File: src/rtl/series_engine_if.sv
// ----------------------------------------------------------------------------
// series_engine_if: start/operand/result handshake plus coefficient ROM port. Rev 1.0
// ----------------------------------------------------------------------------
`default_nettype none

interface series_engine_if #(
    parameter int WIDTH   = 16,
    parameter int N_TERMS = 8
);
    localparam int CW = $clog2(N_TERMS);

    logic                    start;
    logic signed [WIDTH-1:0] x_in;
    logic                    alt_sign;
    logic [CW-1:0]           coef_addr;
    logic signed [WIDTH-1:0] coef_data;
    logic                    busy;
    logic                    done;
    logic signed [WIDTH-1:0] result;
    logic [CW:0]             terms_used;

    // master: requester plus ROM side; slave: the engine
    modport master (
        output start, x_in, alt_sign, coef_data,
        input  coef_addr, busy, done, result, terms_used
    );
    modport slave (
        input  start, x_in, alt_sign, coef_data,
        output coef_addr, busy, done, result, terms_used
    );
endinterface

`default_nettype wire

File: src/rtl/series_engine.sv
// ----------------------------------------------------------------------------
// series_engine: saturating fixed-point power-series evaluator, sum s_k*c_k*x^(k+1).
// Optional early exit on small terms via macro SERIES_EARLY_EXIT_EN.    Rev 1.0
// ----------------------------------------------------------------------------
`default_nettype none

module series_engine #(
    parameter int WIDTH   = 16,
    parameter int FRAC    = 14,
    parameter int N_TERMS = 8,
    parameter int THRESH  = 1024
) (
    input  wire logic      clk,
    input  wire logic      rst_n,
    series_engine_if.slave sif
);
    localparam int CW = $clog2(N_TERMS);
    localparam logic signed [WIDTH-1:0]   MAXV = {1'b0, {(WIDTH-1){1'b1}}};
    localparam logic signed [WIDTH-1:0]   MINV = {1'b1, {(WIDTH-1){1'b0}}};
    localparam logic signed [2*WIDTH-1:0] PMAX = {{(WIDTH+1){1'b0}}, {(WIDTH-1){1'b1}}};
    localparam logic signed [2*WIDTH-1:0] PMIN = {{(WIDTH+1){1'b1}}, {(WIDTH-1){1'b0}}};

    if (N_TERMS < 2 || THRESH < 0) begin : g_param_check
        $error("series_engine: N_TERMS must be >= 2 and THRESH >= 0");
    end

    typedef enum logic [2:0] {
        S_IDLE = 3'd0,
        S_LOAD = 3'd1,
        S_MULC = 3'd2,
        S_ACC  = 3'd3,
        S_MULX = 3'd4,
        S_DONE = 3'd5
    } state_t;

    state_t                  state_q, state_d;
    logic signed [WIDTH-1:0] x_q, x_d, p_q, p_d, prod_q, prod_d, acc_q, acc_d;
    logic [CW-1:0]           k_q, k_d;
    logic                    alt_q, alt_d;
    logic [CW:0]             used_q, used_d;
    logic                    w_exit;

    // Floor-shifted fixed-point product, clamped to the WIDTH range.
    function automatic logic signed [WIDTH-1:0] scale(input logic signed [WIDTH-1:0] a,
                                                      input logic signed [WIDTH-1:0] b);
        logic signed [2*WIDTH-1:0] full;
        logic signed [2*WIDTH-1:0] sh;
        full = $signed({{WIDTH{a[WIDTH-1]}}, a}) * $signed({{WIDTH{b[WIDTH-1]}}, b});
        sh   = full >>> FRAC;
        if (sh > PMAX) return MAXV;
        if (sh < PMIN) return MINV;
        return sh[WIDTH-1:0];
    endfunction

    function automatic logic signed [WIDTH-1:0] sat_acc(input logic signed [WIDTH-1:0] a,
                                                        input logic signed [WIDTH-1:0] b,
                                                        input logic                    sub);
        logic signed [WIDTH:0] ae, be, s;
        ae = {a[WIDTH-1], a};
        be = {b[WIDTH-1], b};
        s  = sub ? (ae - be) : (ae + be);
        if (s[WIDTH] != s[WIDTH-1]) return s[WIDTH] ? MINV : MAXV;
        return s[WIDTH-1:0];
    endfunction

`ifdef SERIES_EARLY_EXIT_EN
    logic signed [WIDTH-1:0] w_mag;
    // The most-negative product has no positive twin; treat it as full scale.
    always_comb w_mag = (prod_q == MINV) ? MAXV : (prod_q[WIDTH-1] ? -prod_q : prod_q);
    assign w_exit = (int'(w_mag) < THRESH);
`else
    assign w_exit = 1'b0;
`endif

    always_ff @(posedge clk) begin
        if (!rst_n) begin
            state_q <= S_IDLE;
            x_q     <= '0;
            p_q     <= '0;
            prod_q  <= '0;
            acc_q   <= '0;
            k_q     <= '0;
            alt_q   <= 1'b0;
            used_q  <= '0;
        end else begin
            state_q <= state_d;
            x_q     <= x_d;
            p_q     <= p_d;
            prod_q  <= prod_d;
            acc_q   <= acc_d;
            k_q     <= k_d;
            alt_q   <= alt_d;
            used_q  <= used_d;
        end
    end

    always_comb begin
        state_d = state_q;
        x_d     = x_q;
        p_d     = p_q;
        prod_d  = prod_q;
        acc_d   = acc_q;
        k_d     = k_q;
        alt_d   = alt_q;
        used_d  = used_q;
        case (state_q)
            S_IDLE: if (sif.start) state_d = S_LOAD;
            S_LOAD: begin
                x_d     = sif.x_in;
                p_d     = sif.x_in;
                acc_d   = '0;
                k_d     = '0;
                alt_d   = sif.alt_sign;
                state_d = S_MULC;
            end
            S_MULC: begin
                prod_d  = scale(p_q, sif.coef_data);
                state_d = S_ACC;
            end
            S_ACC: begin
                acc_d  = sat_acc(acc_q, prod_q, alt_q & k_q[0]);
                used_d = {1'b0, k_q} + {{CW{1'b0}}, 1'b1};
                if (k_q == CW'(N_TERMS - 1) || w_exit) begin
                    state_d = S_DONE;
                end else begin
                    k_d     = k_q + 1'b1;
                    state_d = S_MULX;
                end
            end
            S_MULX: begin
                p_d     = scale(p_q, x_q);
                state_d = S_MULC;
            end
            S_DONE:  state_d = S_IDLE;
            default: state_d = S_IDLE;
        endcase
    end

    assign sif.busy       = (state_q == S_LOAD) || (state_q == S_MULC) ||
                            (state_q == S_ACC)  || (state_q == S_MULX);
    assign sif.done       = (state_q == S_DONE);
    assign sif.result     = acc_q;
    assign sif.coef_addr  = k_q;
    assign sif.terms_used = used_q;
endmodule

`default_nettype wire
File: src/flat_wrapper.sv
// flat-port wrapper written by rule: the top's interface ports become plain ports
module series_engine_flat 
#(
    parameter int WIDTH   = 16,
    parameter int FRAC    = 14,
    parameter int N_TERMS = 8,
    parameter int THRESH  = 1024
)
  (clk, rst_n, sif_start, sif_x_in, sif_alt_sign, sif_coef_data, sif_coef_addr, sif_busy, sif_done, sif_result, sif_terms_used);
  series_engine_if #(.WIDTH(WIDTH), .N_TERMS(N_TERMS)) sif_i ();
  input  wire logic clk;
  input  wire logic rst_n;
  input wire logic [$bits(sif_i.start)-1:0] sif_start;
  input wire logic [$bits(sif_i.x_in)-1:0] sif_x_in;
  input wire logic [$bits(sif_i.alt_sign)-1:0] sif_alt_sign;
  input wire logic [$bits(sif_i.coef_data)-1:0] sif_coef_data;
  output wire logic [$bits(sif_i.coef_addr)-1:0] sif_coef_addr;
  output wire logic [$bits(sif_i.busy)-1:0] sif_busy;
  output wire logic [$bits(sif_i.done)-1:0] sif_done;
  output wire logic [$bits(sif_i.result)-1:0] sif_result;
  output wire logic [$bits(sif_i.terms_used)-1:0] sif_terms_used;
  assign sif_i.start = sif_start;
  assign sif_i.x_in = sif_x_in;
  assign sif_i.alt_sign = sif_alt_sign;
  assign sif_i.coef_data = sif_coef_data;
  assign sif_coef_addr = sif_i.coef_addr;
  assign sif_busy = sif_i.busy;
  assign sif_done = sif_i.done;
  assign sif_result = sif_i.result;
  assign sif_terms_used = sif_i.terms_used;
  series_engine #(.WIDTH(WIDTH), .FRAC(FRAC), .N_TERMS(N_TERMS), .THRESH(THRESH)) u_core (.clk(clk), .rst_n(rst_n), .sif(sif_i));
endmodule
File: config.mk
export PLATFORM = sky130hd
export DESIGN_NAME = series_engine_flat
export DESIGN_NICKNAME = d
export VERILOG_FILES = /design/src/rtl/series_engine_if.sv /design/src/rtl/series_engine.sv /design/src/flat_wrapper.sv
export SDC_FILE = /design/constraint.sdc
export NUM_CORES = 2
export LEC_CHECK = 0
export ABC_AREA = 1
export BUFFER_PORTS_ARGS = -buffer_cell sky130_fd_sc_hd__buf_2
export CAP_MARGIN = 20
export CORE_MARGIN = 2
export CORE_UTILIZATION = 35
export CTS_BUF_LIST = sky130_fd_sc_hd__clkbuf_8
export DETAILED_ROUTE_END_ITERATION = 8
export GPL_ROUTABILITY_DRIVEN = 0
export HOLD_SLACK_MARGIN = 0.02
export PLACE_DENSITY_LB_ADDON = 0.2
export SLEW_MARGIN = 0
export SYNTH_ARGS = -nofsm -noshare
export SYNTH_HDL_FRONTEND = slang
export SYNTH_SLANG_ARGS = --single-unit
File: constraint.sdc
create_clock -name clk -period 8.44 [get_ports clk]
set_input_delay 1.266 -clock clk [delete_from_list [all_inputs] [get_ports clk]]
set_output_delay 1.266 -clock clk [all_outputs]
set_load 0.005 [all_outputs]
Word-level counts from Yosys, hierarchy flattened:

Cells that the tools add are included.

* register bits after elaboration: 75
* output and inout port bits: 25

* add/sub/neg operators: 4
* multiply operators: 2
* magnitude comparators: 4
* equal/unequal tests: 9
* multiplexer cells: 31
* bitwise logic cells: 1
* reductions and logical operators: 8

Operator list (number)
* $mux 16: 11
* $mul 16x16->32: 2
* $pmux 16 s2: 2
* $gt 18x16->1 const B: 2
* $lt 18x16->1 const B: 2
* $add 16x16->17: 1
* $mux 17: 1
* $sub 16x16->17: 1
* $mux 1: 13
* $pmux 3 s4: 1
* $eq 3x3->1 const B: 3
* $eq 3x2->1 const B: 2
* $mux 3: 2
* $pmux 3 s2: 1
* $add 3x1->4 const B: 1
* $ne 2x2->1 const B: 2
* $reduce_bool 2->1: 2
* $add 3x1->3 const B: 1
* $eq 3x1->1 const B: 1
* $logic_not 3->1: 1
* $logic_or 1x1->1: 3
* $reduce_and 2->1: 1
* $reduce_or 2->1: 1
* $and 1x1->1: 1
* $ne 1x1->1: 1

Logic depth before layout (Yosys ltp):

* depth after elaboration: 9
* mapped depth: 32
* mapped depth without buffers: 29

Least setup slack after synthesis:

Ideal clock, no wire load.

* kind: input port to flip-flop
* start: input port sif_coef_data[3]
* end: register u_core.prod_q[10]
* setup time: 0.122 ns
* arrival time: 6.990 ns
* data required time: 8.318 ns
* setup slack: 1.329 ns
* stages on the path: 25
* cells stage by stage: clkbuf_1 clkbuf_1 nand2_1 inv_1 fa_1 fa_1 inv_1 fa_1 inv_1 fa_1 inv_1 fa_1 inv_1 fa_1 ha_1 nand2_1 nor2_1 nand2_1 nor4_1 nand2_1 nand3_1 nand2_2 a21oi_4 buf_6 a21oi_2

* longest elaborated chain between the ends: 7
* elaborated cells between the ends (all ways): 11
* those cells by class: mul: 1; order compare: 2; mux: 8

Ends and longest elaborated chain
* start: declaration: line flat_wrapper.sv:16 `input wire logic [$bits(sif_i.coef_data)-1:0] sif_coef_data;`
* $mul 16x16->32 (*): line series_engine.sv:48 `full = $signed({{WIDTH{a[WIDTH-1]}}, a}) * $signed({{WIDTH{b[WIDTH-1]}}, b});`
* $lt 18x16->1: line series_engine.sv:51 `if (sh < PMIN) return MINV;`
* $mux 1 (2 in a row): line series_engine.sv:51
* $mux 1: line series_engine.sv:106 `case (state_q)`
* $mux 16: line series_engine.sv:52 `return sh[WIDTH-1:0];`
* $mux 16 (*): line series_engine.sv:51
* end signal: assignment: line series_engine.sv:89 `prod_q <= prod_d;`
* end: declaration: line series_engine.sv:37 `logic signed [WIDTH-1:0] x_q, x_d, p_q, p_d, prod_q, prod_d, acc_q, acc_d;`

Every way passes the cells marked *; elsewhere a longest branch is shown, timed or not. The select of a mux whose other input is x is not followed.
A chain may end at the register's enable or synchronous reset.

Final worst setup path:

* start: register u_core.p_q[15]
* end: register u_core.p_q[9]

* longest elaborated chain between the ends: 8
* elaborated cells between the ends (all ways): 12
* those cells by class: mul: 1; order compare: 2; mux: 9

Ends and longest elaborated chain
* start: declaration: line series_engine.sv:37
* start signal: assignment: line series_engine.sv:88 `p_q <= p_d;`
* $mul 16x16->32 (*): line series_engine.sv:48
* $lt 18x16->1: line series_engine.sv:51
* $mux 1 (2 in a row): line series_engine.sv:51
* $mux 1: line series_engine.sv:106
* $mux 16: line series_engine.sv:52
* $mux 16 (*): line series_engine.sv:51
* $pmux 16 s2 (*): line series_engine.sv:106

Marks and branches as above.

==> run summary <==
internal reg-to-reg setup slack: 1260 ps
sw power: 0.00289 W
clock share of power: 5.8%
Via Count: 20000
most frequent cell after synthesis: inv_1
site row count: 98
Post-synth EDFFs: 0
Detailed Place HPWL: 55900 um
worst-path maximum fanout: 16
TritonCTS clock tree: built
io pins: 61
Critical Path AT: 7460 ps
VDD IR-drop max: 0.000208 V
Clock transition at path regs: 90 ps
worst setup path category: reg2reg
Slew HR: 27.3%
DR iter-0 viols: 1310
H-Tree Depth: 3
number of setup buffers added after CTS: 0
Max Buffers Root-to-Sink: 2
number of global-route vias before repair: 20600
Post-Syn Instances: 3439
Tcrit/Tclk final: 85.1%
CTS Sinks: 75
top cells by count, synth: 964 x inv_1, 959 x nand2_1, 523 x fa_1, 177 x ha_1, 140 x nor2_1
DRT Pass-1 Iters: 5
global-route wire length before repair: 111000 um
routed wire length: 66400 um
flops & latches, synth: 75
grt total ovfl: 0
Area contributors post-synth: fa_1 41%, inv_1 14%, nand2_1 14%, ha_1 8.7%, dfxtp_1 5.9%
DR DRC count: 0
logic gate share of total power: 84.7%
max-slew violation count: 0
CTS Buf Count: 9
DR vias/cell: 4.57
Async S/R FF share, synth: 0%
post-route minimum period: 7180 ps
clk root buf: clkbuf_8
setup violators final: 0
Pwr Total: 0.00481 W
count of cell types in the netlist: 47
Worst Hold Class: reg2reg
largest net degree at the start of global routing: 45
Skew-Pair Late Insertion Delay: 410 ps
CP Launch Type: flop
DIE AREA: 0.0745 mm^2
Sw Share: 60.0%
share of the synthesized area in the top cell type: 41.3%
Power Density: 180 mW/mm^2
Final Hold Vio Count: 0
chip height: 273 um
Flop pwr share: 9.5%
Post-DP Area: 0.0265 mm^2
Top FF cell, synth: dfxtp_1
layout cells sized above 1: 5.36%
RSZ-0062 raised after global routing: no
IO buf count: 60
Max Clk Rate: 139 MHz
die width: 273 um
Net Count, Synth: 4175
internal power: 0.00193 W
Final TNS setup: 0 ps
Crit path required time: 8710 ps
PostCTS Resize Cnt: 0
gr usage total: 18.8%
hold buffers post-CTS: 0
slew of the pin with the lowest slew margin: 1090 ps
Final Skew: 14.1 ps
register area share after synthesis: 5.93%
leak pwr: 16.1 nW
placeable core region: 0.0716 mm^2
initial core utilization: 35.4%
final instance area: 0.0268 mm^2
synthesized area: 0.0253 mm^2
MaxCap Viol Count: 0
largest area contributor in the synthesized netlist: fa_1
Worst Setup End Kind: flop
antenna-violating nets left: 0
initial antenna violation count: 8
Nets: 4147
Avg Inst Size Synth: 7.36 um^2
Ys Warns: 0
outcome: complete, no violations
P&R area growth vs syn: 5.75%
WL per Instance: 15.2 um
==> worst max-delay path, cell delays in order, from the launching register on <==
cell     delay, ps
dfxtp_1        820
nand2_1        270
inv_1          190
fa_1           570
fa_1           600
buf_4          180
inv_1          100
fa_1           600
inv_1           70
fa_1           480
inv_1           50
fa_1           490
inv_1           50
fa_1           480
ha_1           400
nand2_1        130
o21ai_0         90
nor2_1          90
nand2_1         80
a21oi_1        230
nand2_1        110
nand2_1         80
nand3_2        150
nand2_2        290
nand2_1        260
nand2_1        120
a21oi_1         60
==> worst paths after layout <==
check	startpoint	to	depth (start not counted)
setup / recovery	u_core.p_q[15]	u_core.p_q[9]	26
hold reg to reg	u_core.sif.terms_used[3]	u_core.sif.terms_used[3]	2
hold / removal	u_core.sif.terms_used[3]	u_core.sif.terms_used[3]	2
setup reg to reg	u_core.p_q[15]	u_core.p_q[9]	26
==> registers in the layout, summed over array words and instances (netlist names) <==
signal and count:
u_core.p_q 16, u_core.prod_q 16, u_core.sif.result 16, u_core.x_q 16, u_core.sif.terms_used 4, u_core.sif.coef_addr 3, u_core.state_q 3, u_core.alt_q 1
==> metrics by stage <==
stage | cells | hold slack [ps] | utilization, % | setup slack (ps)
2_1_floorplan | 3439 | 457 | - | 1330
3_3_place_gp | 4348 | 449 | 37.1 | 989
3_5_place_dp | 4348 | 453 | 37.1 | 980
4_1_cts | 4364 | 467 | 37.3 | 1290
5_1_grt | 4368 | 485 | 37.4 | 790
6_report | 4368 | 464 | 37.4 | 1260
==> power groups by stage <==
stage / Clock, W / Sequential [W] / Combinational [W]
6_report: 0.000280 / 0.000458 / 0.00407
5_1_grt: 0.000303 / 0.000464 / 0.00471
4_1_cts: 0.000289 / 0.000460 / 0.00410
3_5_place_dp: 0 / 0.000468 / 0.00408
3_3_place_gp: 0 / 0.000469 / 0.00409
2_1_floorplan: 0 / 0.000419 / 0.00315
==> final cells by class <==
cell class	instances	area [um^2]
antenna	2	5.00
clock buffer	9	124
clock inverter	7	61.3
fill	7728	44800
inverter	975	3660
multi-input combinational	2249	19600
sequential	75	1500
tap	950	1190
timing repair buffer	101	644
==> cells in the final DEF, fill, tap and decap left out, drive strengths merged, types with 3 or more instances in the layout <==
| master | instances |
|---|---|
| a21boi | 4 |
| a21o | 10 |
| a21oi | 135 |
| a31oi | 3 |
| buf | 101 |
| clkbuf | 9 |
| clkinv | 6 |
| dfxtp | 75 |
| fa | 523 |
| ha | 177 |
| inv | 974 |
| nand2 | 983 |
| nand3 | 92 |
| nand3b | 3 |
| nand4 | 10 |
| nor2 | 146 |
| nor3 | 21 |
| nor4 | 4 |
| o211ai | 3 |
| o21a | 3 |
| o21ai | 51 |
| o21bai | 14 |
| or2 | 3 |
| xnor2 | 16 |
| xor2 | 43 |
==> kinds of logic (layout without fill, tap and decap cells) <==
kind of cell	after synthesis	count (layout)	share of synthesized area [%]
compound gates	227	227	5.22
xor+xnor	59	59	2.04
simple gates	1263	1263	20.0
other cells	0	2	0
flops	75	75	5.93
buf+inv	1115	1092	16.7
fa+ha+maj	700	700	50.1
==> routing by layer <==
metal  vias to the layer above  track usage, %  routed length [um]
met4                        10            3.45                 933
li1                       9758               -                   -
met5                         -               0                  59
met3                        55            2.37                3380
met1                      9728            28.5               33400
met2                       422            29.0               28600
Note: power is estimated with default switching activity, not from simulation.
